## src/rtl/fabric_config_loader.sv

```systemverilog
// Byte-serial, XOR-checked configuration writer for one logic tile LUT/mux and one switch box.
// Commit two edges after the checksum byte; in_ready drops for the single CHECK cycle only.
module fabric_config_loader #(
   parameter int         LUT_WIDTH = 32,
   parameter int         SB_WIDTH  = 16,
   parameter logic [7:0] SYNC_BYTE = 8'hA5,
   parameter int         TIMEOUT   = 255
) (
   input  logic                 clock,
   input  logic                 reset_n,
   input  logic [7:0]           in_data,
   input  logic                 in_valid,
   output logic                 in_ready,
   output logic [LUT_WIDTH-1:0] lut_mem,
   output logic                 mux_sel,
   output logic [SB_WIDTH-1:0]  sb_config,
   output logic                 configured,
   output logic                 cfg_done,
   output logic                 cfg_err
);

   localparam int LB = LUT_WIDTH / 8;
   localparam int P  = LB + 1 + SB_WIDTH / 8;
   localparam int CW = $clog2(P + 1);
   localparam int TW = $clog2(TIMEOUT + 1);
   localparam logic [CW-1:0] CTRL_IDX   = CW'(LB);
   localparam logic [CW-1:0] LAST_IDX   = CW'(P - 1);
   localparam logic [TW-1:0] TIMER_LAST = TW'(TIMEOUT - 1);

   typedef enum logic [1:0] {IDLE, LOAD, CSUM, CHECK} state_t;

   state_t                 state, state_nxt;
   logic [CW-1:0]          count;
   logic [TW-1:0]          timer;
   logic [7:0]             xor_acc;
   logic                   csum_ok;
   logic [LUT_WIDTH-1:0]   lut_sh;
   logic                   mux_sh;
   logic [SB_WIDTH-1:0]    sb_sh;
   logic                   accept;
   logic                   in_frame;
   logic                   timeout_hit;

   assign accept      = in_valid & in_ready;
   assign in_frame    = (state == LOAD) || (state == CSUM);
   // An accepted byte on the would-be expiry cycle takes priority over the timeout.
   assign timeout_hit = in_frame && !accept && (timer == TIMER_LAST);

   always_ff @(posedge clock or negedge reset_n) begin
      if (!reset_n) state <= IDLE;
      else          state <= state_nxt;
   end

   always_comb begin
      state_nxt = state;
      case (state)
         IDLE:  if (accept && in_data == SYNC_BYTE) state_nxt = LOAD;
         LOAD:  if (timeout_hit) state_nxt = IDLE;
                else if (accept && count == LAST_IDX) state_nxt = CSUM;
         CSUM:  if (timeout_hit) state_nxt = IDLE;
                else if (accept) state_nxt = CHECK;
         CHECK: state_nxt = IDLE;
         default: state_nxt = IDLE;
      endcase
   end

   always_comb begin
      in_ready = 1'b0;
      if (reset_n && state != CHECK) in_ready = 1'b1;
   end

   always_ff @(posedge clock or negedge reset_n) begin
      if (!reset_n) begin
         count      <= '0;
         timer      <= '0;
         xor_acc    <= '0;
         csum_ok    <= 1'b0;
         lut_sh     <= '0;
         mux_sh     <= 1'b0;
         sb_sh      <= '0;
         lut_mem    <= '0;
         mux_sel    <= 1'b0;
         sb_config  <= '0;
         configured <= 1'b0;
         cfg_done   <= 1'b0;
         cfg_err    <= 1'b0;
      end else begin
         cfg_done <= 1'b0;
         cfg_err  <= 1'b0;
         case (state)
            IDLE: begin
               if (accept && in_data == SYNC_BYTE) begin
                  count   <= '0;
                  xor_acc <= '0;
                  timer   <= '0;
               end
            end
            LOAD: begin
               if (accept) begin
                  // Bytes arrive MSB first, so each section fills as a left shift.
                  if (count < CTRL_IDX)       lut_sh <= LUT_WIDTH'({lut_sh, in_data});
                  else if (count == CTRL_IDX) mux_sh <= in_data[0];
                  else                        sb_sh  <= SB_WIDTH'({sb_sh, in_data});
                  xor_acc <= xor_acc ^ in_data;
                  count   <= count + CW'(1);
                  timer   <= '0;
               end else begin
                  timer   <= timer + TW'(1);
                  cfg_err <= timeout_hit;
               end
            end
            CSUM: begin
               if (accept) begin
                  csum_ok <= (in_data == xor_acc);
                  timer   <= '0;
               end else begin
                  timer   <= timer + TW'(1);
                  cfg_err <= timeout_hit;
               end
            end
            CHECK: begin
               if (csum_ok) begin
                  lut_mem    <= lut_sh;
                  mux_sel    <= mux_sh;
                  sb_config  <= sb_sh;
                  configured <= 1'b1;
                  cfg_done   <= 1'b1;
               end else begin
                  cfg_err    <= 1'b1;
               end
            end
            default: ;
         endcase
      end
   end

endmodule
```

## config.mk

```make
export PLATFORM = sky130hd
export DESIGN_NAME = fabric_config_loader
export DESIGN_NICKNAME = d
export VERILOG_FILES = /design/src/rtl/fabric_config_loader.sv
export SDC_FILE = /design/constraint.sdc
export NUM_CORES = 1
export LEC_CHECK = 0
export ABC_AREA = 1
export CAP_MARGIN = 20
export CORE_MARGIN = 3
export CORE_UTILIZATION = 26
export DETAILED_ROUTE_END_ITERATION = 7
export HOLD_SLACK_MARGIN = 0.06
export PLACE_DENSITY = 0.46
export SYNTH_ARGS = -nofsm -noshare
export SYNTH_HDL_FRONTEND = slang
export SYNTH_SLANG_ARGS = --single-unit
```

## constraint.sdc

```tcl
create_clock -name clock -period 2.05 [get_ports clock]
set_clock_uncertainty 0.15 [all_clocks]
set_input_delay 0.41 -clock clock [delete_from_list [all_inputs] [get_ports clock]]
set_output_delay 0.41 -clock clock [all_outputs]
set_load 0.02 [all_outputs]
```

# Yosys cells after proc, flatten, opt, wreduce, memory -nomap -nowiden
# Cells that the tools add are included.
[totals]
reg_bits = 123
in_bits = 11
elab_cells = 73
[op_classes]
n_addsub = 2
order_cmp = 1
eq_ne = 13
n_mux = 20
bitwise_logic = 4
n_reduce_logical = 19
[op_table]
columns = ["op", "n"]
rows = [
  ["$pmux 8 s2", 2],
  ["$mux 8", 3],
  ["$eq 8x8->1 const B", 2],
  ["$mux 2", 5],
  ["$reduce_and 3->1", 3],
  ["$add 8x1->8 const B", 1],
  ["$eq 8x8->1", 1],
  ["$pmux 2 s4", 1],
  ["$reduce_and 4->1", 2],
  ["$xor 8x8->8", 1],
  ["$eq 3x3->1 const B", 2],
  ["$mux 3", 2],
  ["$ne 2x2->1 const B", 3],
  ["$pmux 3 s2", 1],
  ["$reduce_and 2->1", 3],
  ["$logic_and 1x1->1", 5],
  ["$mux 1", 5],
  ["$eq 2x2->1 const B", 2],
  ["$reduce_bool 2->1", 2],
  ["$add 3x1->3 const B", 1],
  ["$lt 3x3->1 const B", 1],
  ["$ne 3x2->1 const B", 1],
  ["$ne 3x3->1 const B", 1],
  ["$eq 2x1->1 const B", 1],
  ["7 further kinds", 8],
]

# Longest topological paths before layout
# Gate-level depths: netlist of the first run.
[logic_depth]
ltp_word = 9
mapped_depth = 11
depth_no_buf = 11

# Worst setup path before layout of the first run
# OpenSTA, ideal clock, no wires.
[synth_path]
path_kind = "reg-to-reg"
from = "reg state[0]"
to = "reg count[2]"
arrival_ps = 1456
required_ps = 1782
setup_slack_ps = 327
path_stages_with_launch = 11
path_buffers = 1
synth_period_minus_slack_ps = 1723
path_cell_list = "dfrtp_1 ha_1 inv_2 nand3_4 inv_4 nand3_4 nand2_4 o21ai_2 buf_6 nand2_1 o21ai_2"
[synth_between]
elab_chain_cells = 7
[synth_lines]
columns = ["item", "line_no", "text"]
rows = [
  ["start: declaration", "32", "state_t state, state_nxt;"],
  ["start signal: assignment", "51", "else state <= state_nxt;"],
  ["$ne 2x2->1", "69", "if (reset_n && state != CHECK) in_ready = 1'b1;"],
  ["$logic_and 1x1->1", "69", ""],
  ["$mux 1", "69", ""],
  ["$and 1x1->1", "44", "assign accept = in_valid & in_ready;"],
  ["$logic_and 1x1->1", "92", "if (accept && in_data == SYNC_BYTE) begin"],
  ["$ne 2x2->1 (no source line)", "--", ""],
  ["$reduce_and 3->1 (no source line)", "--", ""],
  ["end signal: assignment", "105", "count <= count + CW'(1);"],
  ["end: declaration", "33", "logic [CW-1:0] count;"],
]
# Parallel ways exist; a longest one is shown, timed or not.
# A chain may end at the register's enable or synchronous reset.

# Worst setup path in the final report of the first run
[layout_path]
from = "reg lut_mem[7]"
to = "out lut_mem[7]"
[layout_lines]
columns = ["item", "line_no", "text"]
rows = [
  ["start: declaration", "14", "output logic [LUT_WIDTH-1:0] lut_mem,"],
  ["start signal: assignment", "123", "lut_mem <= lut_sh;"],
]
# No word-level cell between the ends.

==> run summary, run 1 <==
Row count = 50
Final Hold Viols = 0
CP arrival = 1.42 ns
Initial DRC Count = 196
Congestion Overflow GR = 0
Least-Margin Pin Slew = 0.670 ns
Crit path launch type = flip-flop
Avg Cell Area, Syn = 9.20 um2
RSZ-0062 raised after global routing = false
Total CTS buffers = 17
Max Cap Viol = 0
Total Power Consumption = 7.72 mW
Seq/Total Area, Yosys = 0.597
Die span in x = 147 um
Die Y-Extent = 147 um
Clock latency on the worst-skew pair = 0.41 ns
Max Clock Freq = 0.504 GHz
Ys Warns = 0
Synth Register Bits = 123
Status = finished, final reports clean
Slowest CP cell = clkdlybuf4s50_1
Largest net degree at the start of global routing = 118
CP Class = flip-flop to primary output
Setup-failing EPs final = 0
Final Instance Area = 0.00686 mm2
CTS Sinks = 123
Crit path largest cell delay = 0.63 ns
Crit-path leading delay family = buffers and inverters
Port Buffers = 63
Clock Root Buffer = clkbuf_16
Via density = 4.16
Syn_nets = 581
Worst VDD drop = 712 uV
Area of the core = 0.0191 mm2
Worst-path clk slew = 0.05 ns
Slew HR = 0.554
Total I/O pin count = 64
Cells on worst reg2reg path = 7
Most frequent cells in the layout = nand2_1 (182), dfrtp_1 (123), clkdlybuf4s50_1 (61)
TritonCTS clock tree = yes
Number of global-route vias before repair = 3852
Crit path depth = 1
Die ar. = 0.0215 mm2
Post-DRT Antenna Nets = 0
Via count = 3824
ANT cells = 0
Initial Util = 0.270
Leak pwr = 3.23 nW
First drt pass iteration count = 4
Initial antenna violation count = 1
Max Slew Vio Count = 0
Nets = 667
Post-CTS setup repair buffer count = 0
Crit path max fanout = 2
Final worst path period share = 0.967
Fin util = 0.360
Routed Wire Length = 11700 um
WP data required = 1.49 ns
Hold path depth = 2
H-tree Lvls = 4
Worst Hold Class = flip-flop to flip-flop
Crit path cell chain = clkdlybuf4s50_1
Commonest non-fill, non-tap cell in the layout = nand2_1
Share of layout cells above drive strength 1 = 0.115
Post-synthesis instance total = 560
Half-perimeter wire length after placement = 8070 um
CTS Buffer Depth = 2
Cell Area, Synth = 0.00515 mm2
Minimum clock period = 1.98 ns
Unique masters post-synth = 30
First-pass GRT wire length = 19900 um
DR WL/cell = 12.7 um
Total GRT Usage = 0.113
PD cells = 1130 mW/mm2
Crit. End Element = primary output
Filler cell count = 1970
Routability cong. = 0.796
Drc violations = 0
Placement Cell Area = 0.00624 mm2
Layout area overhead = 33.1%
Reg2Reg Setup Slack = 0.23 ns
Buf/Inv on CP = 1
-- state kept, by name, indices dropped and copies added (netlist names), 2 cells and up --
register	flops
lut_sh	32
xor_acc	8
sb_sh	16
lut_mem	32
timer	8
state	2
count	3
sb_config	16
-- layout make-up --
class,count,area [um2],share of cell area
Timing Repair Buffer,87,871,0.127
Tap cell,260,325,0.0474
Clock buffer,19,433,0.0631
Clock inverter,13,164,0.0239
Multi-Input combinational cell,355,1760,0.256
Sequential cell,123,3080,0.449
Inverter,62,235,0.0343
-- logic make-up (layout without fill, tap and decap cells) --
family          Yosys count  after routing  share of synthesized area
simple gates            235            235                      0.198
flops                   123            123                      0.597
compound gates          101            101                      0.101
buf+inv                  82            181                     0.0636
fa+ha+maj                10             10                     0.0243
xor+xnor                  8              8                     0.0136
mux                       1              1                    0.00194
-- per-layer routing --
metal	track usage	share of wire
met2	0.173	0.44
met5	0	0.0010
met3	0.0358	0.048
met1	0.155	0.50
met4	0.0329	0.012
-- repair_timing --
item / 4_1_cts / 5_1_grt
endpoints found under the hold margin: 123 / 0
hold buffers: 2 / 0
resized for setup: 6 / 0
setup endpoints to repair: 1 / 0
-- worst paths after layout --
path	start	endpoint
worst max register to register	state[0]$_DFFE_PN0P_	xor_acc[6]$_DFFE_PN0P_
max in group asynchronous	reset_n	timer[0]$_DFFE_PN0P_
worst min-delay path	lut_sh[30]$_DFFE_PN0P_	lut_mem[30]$_DFFE_PN0P_
worst max-delay path	lut_mem[7]$_DFFE_PN0P_	lut_mem[7]
min in group asynchronous	reset_n	csum_ok$_DFFE_PN0P_
worst min register to register	lut_sh[30]$_DFFE_PN0P_	lut_mem[30]$_DFFE_PN0P_
-- per-stage QoR --
stage	setup slack [ns]	TNS [ns]	hold slack (ns)	std cells
final	0.0666	0	0.324	919
after global routing	0.0163	0	0.348	919
after CTS	0.0273	0	0.326	919
after detailed placement	-0.0272	-0.0642	0.235	885
after global placement	-0.0419	-0.0872	0.236	885
after floorplan	0.327	0	-0.0356	560
-- cells in the mapped netlist, drive strengths merged --
| master | count | area share |
|---|---|---|
| o21ai | 98 | 0.098 |
| ha | 10 | 0.024 |
| a21oi | 2 | 0.0019 |
| nand4 | 5 | 0.0061 |
| xnor2 | 4 | 0.0068 |
| xor2 | 4 | 0.0068 |
| nor3b | 4 | 0.0058 |
| a21o | 1 | 0.0015 |
| buf | 8 | 0.0090 |
| dfrtp | 123 | 0.60 |
| or2 | 4 | 0.0049 |
| clkbuf | 12 | 0.0090 |
| inv | 61 | 0.045 |
| nor2 | 12 | 0.012 |
| nor3 | 3 | 0.0049 |
| mux2i | 1 | 0.0019 |
| nand2 | 187 | 0.14 |
| clkinv | 1 | 0.00073 |
| nand3 | 20 | 0.024 |
-- where the power goes --
group          total (mW)  switching, mW  internal [mW]
Combinational        1.55          0.961          0.593
Clock                3.02           1.10           1.92
Sequential           3.15          0.273           2.88
Total                7.72           2.33           5.39
No activity file was read; power rests on OpenSTA's default activity.
==> run 2: changes to the inputs <==
GPL_TIMING_DRIVEN = 0   (was unset)
==> run summary, run 2 (synthesis gave the netlist of run 1 again) <==
Status = finished, final reports clean
Post-DRT Antenna Nets = 0
Routability cong. = 0.759
ANT cells = 0
Crit. End Element = primary output
First-pass GRT wire length = 21700 um
RSZ-0062 raised after global routing = true
Setup_tns = 0 ns
Crit path launch type = flip-flop
Slew HR = 0.630
Drc violations = 0
Minimum clock period = 1.99 ns
Initial DRC Count = 249
Placed Instances = 884
Final worst path period share = 0.970
Top flop regs = lut_mem (32), lut_sh (32)
WP data required = 1.49 ns
Die ar. = 0.0215 mm2
Final Instance Area = 0.00695 mm2
Placement Cell Area = 0.00614 mm2
CP arrival = 1.43 ns
Congestion Overflow GR = 0
Crit path largest cell delay = 0.63 ns
First drt pass iteration count = 4
Worst-path clk slew = 0.06 ns
Initial Util = 0.270
Initial antenna violation count = 1
CTS Sinks = 123
Worst Hold Class = flip-flop to flip-flop
Die span in x = 147 um
Largest net degree at the start of global routing = 46
Crit-path leading delay family = buffers and inverters
Nets = 672
Setup-failing EPs final = 0
CP Class = flip-flop to primary output
Final Hold Viols = 0
Total I/O pin count = 64
Leak pwr = 3.25 nW
Half-perimeter wire length after placement = 8890 um
H-tree Lvls = 4
CTS Buffer Depth = 2
Number of global-route vias before repair = 4151
Clock latency on the worst-skew pair = 0.41 ns
Max Slew Vio Count = 0
Total GRT Usage = 0.125
Total CTS buffers = 17
Most frequent cells in the layout = nand2_1 (182), dfrtp_1 (123), clkdlybuf4s50_1 (61)
Clock Root Buffer = clkbuf_16
Via density = 4.25
Via count = 3930
Max Clock Freq = 0.503 GHz
Share of layout cells above drive strength 1 = 0.110
Port Buffers = 63
Commonest non-fill, non-tap cell in the layout = nand2_1
Die Y-Extent = 147 um
Total Power Consumption = 7.90 mW
Layout Cells excl Fill = 924
Layout area overhead = 34.8%
Buf/Inv on CP = 1
PD cells = 1140 mW/mm2
Routed Wire Length = 12700 um
Least-Margin Pin Slew = 0.555 ns
Slowest CP cell = clkdlybuf4s50_1
Worst VDD drop = 691 uV
TritonCTS clock tree = yes
Max Cap Viol = 0
Area of the core = 0.0191 mm2
DR WL/cell = 13.7 um
Crit path cell chain = clkdlybuf4s50_1
Crit path max fanout = 2
Row count = 50
## run 2: layer usage
metal,global-route usage,vias up,share of wire
met1,0.168,1879,0.49
met5,0,-,0
met4,0.0447,0,0.016
met3,0.0315,16,0.046
li1,-,1956,-
met2,0.198,79,0.45
## run 2: where the power goes
| group | internal (mW) | switching (mW) |
|---|---|---|
| registers | 2.88 | 0.287 |
| logic | 0.588 | 0.983 |
| clock network | 2.05 | 1.12 |
## run 2: area by class of cell
class	instances	area (um2)
buffer	20	98.8
clock buffer	19	433
clock inverter	13	191
fill	1959	12100
inverter	62	236
multi-input combinational	355	1760
sequential	123	3080
tap	260	325
timing repair buffer	72	828
## run 2: through the flow
step	setup slack [ns]	hold WS (ns)	util
floorplan	0.327	-0.0356	-
global placement	-5.11	0.305	0.320
detailed placement	-0.557	0.219	0.322
CTS	-0.0112	0.331	0.364
global route	-0.0119	0.343	0.364
finish	0.0622	0.326	0.364
## run 2: repair_timing
action / 4_1_cts / 5_1_grt
gates cloned: 1 / 0
hold buffers: 7 / 0
resized for setup: 7 / 11
setup endpoints to repair: 62 / 45
endpoints found under the hold margin: 83 / 0
buffers inserted: 0 / 0
## run 2: worst paths after layout
path / slack, ns / endpoint / cells past startpoint / from
setup / recovery: 0.06 / lut_mem[0] / 1 / lut_mem[0]$_DFFE_PN0P_
hold / removal: 0.33 / sb_config[9]$_DFFE_PN0P_ / 2 / sb_sh[9]$_DFFE_PN0P_
setup reg to reg: 0.14 / xor_acc[7]$_DFFE_PN0P_ / 10 / state[0]$_DFFE_PN0P_
hold reg to reg: 0.33 / sb_config[9]$_DFFE_PN0P_ / 2 / sb_sh[9]$_DFFE_PN0P_
max in group asynchronous: 0.90 / timer[4]$_DFFE_PN0P_ / 5 / reset_n
min in group asynchronous: 0.62 / sb_sh[12]$_DFFE_PN0P_ / 3 / reset_n
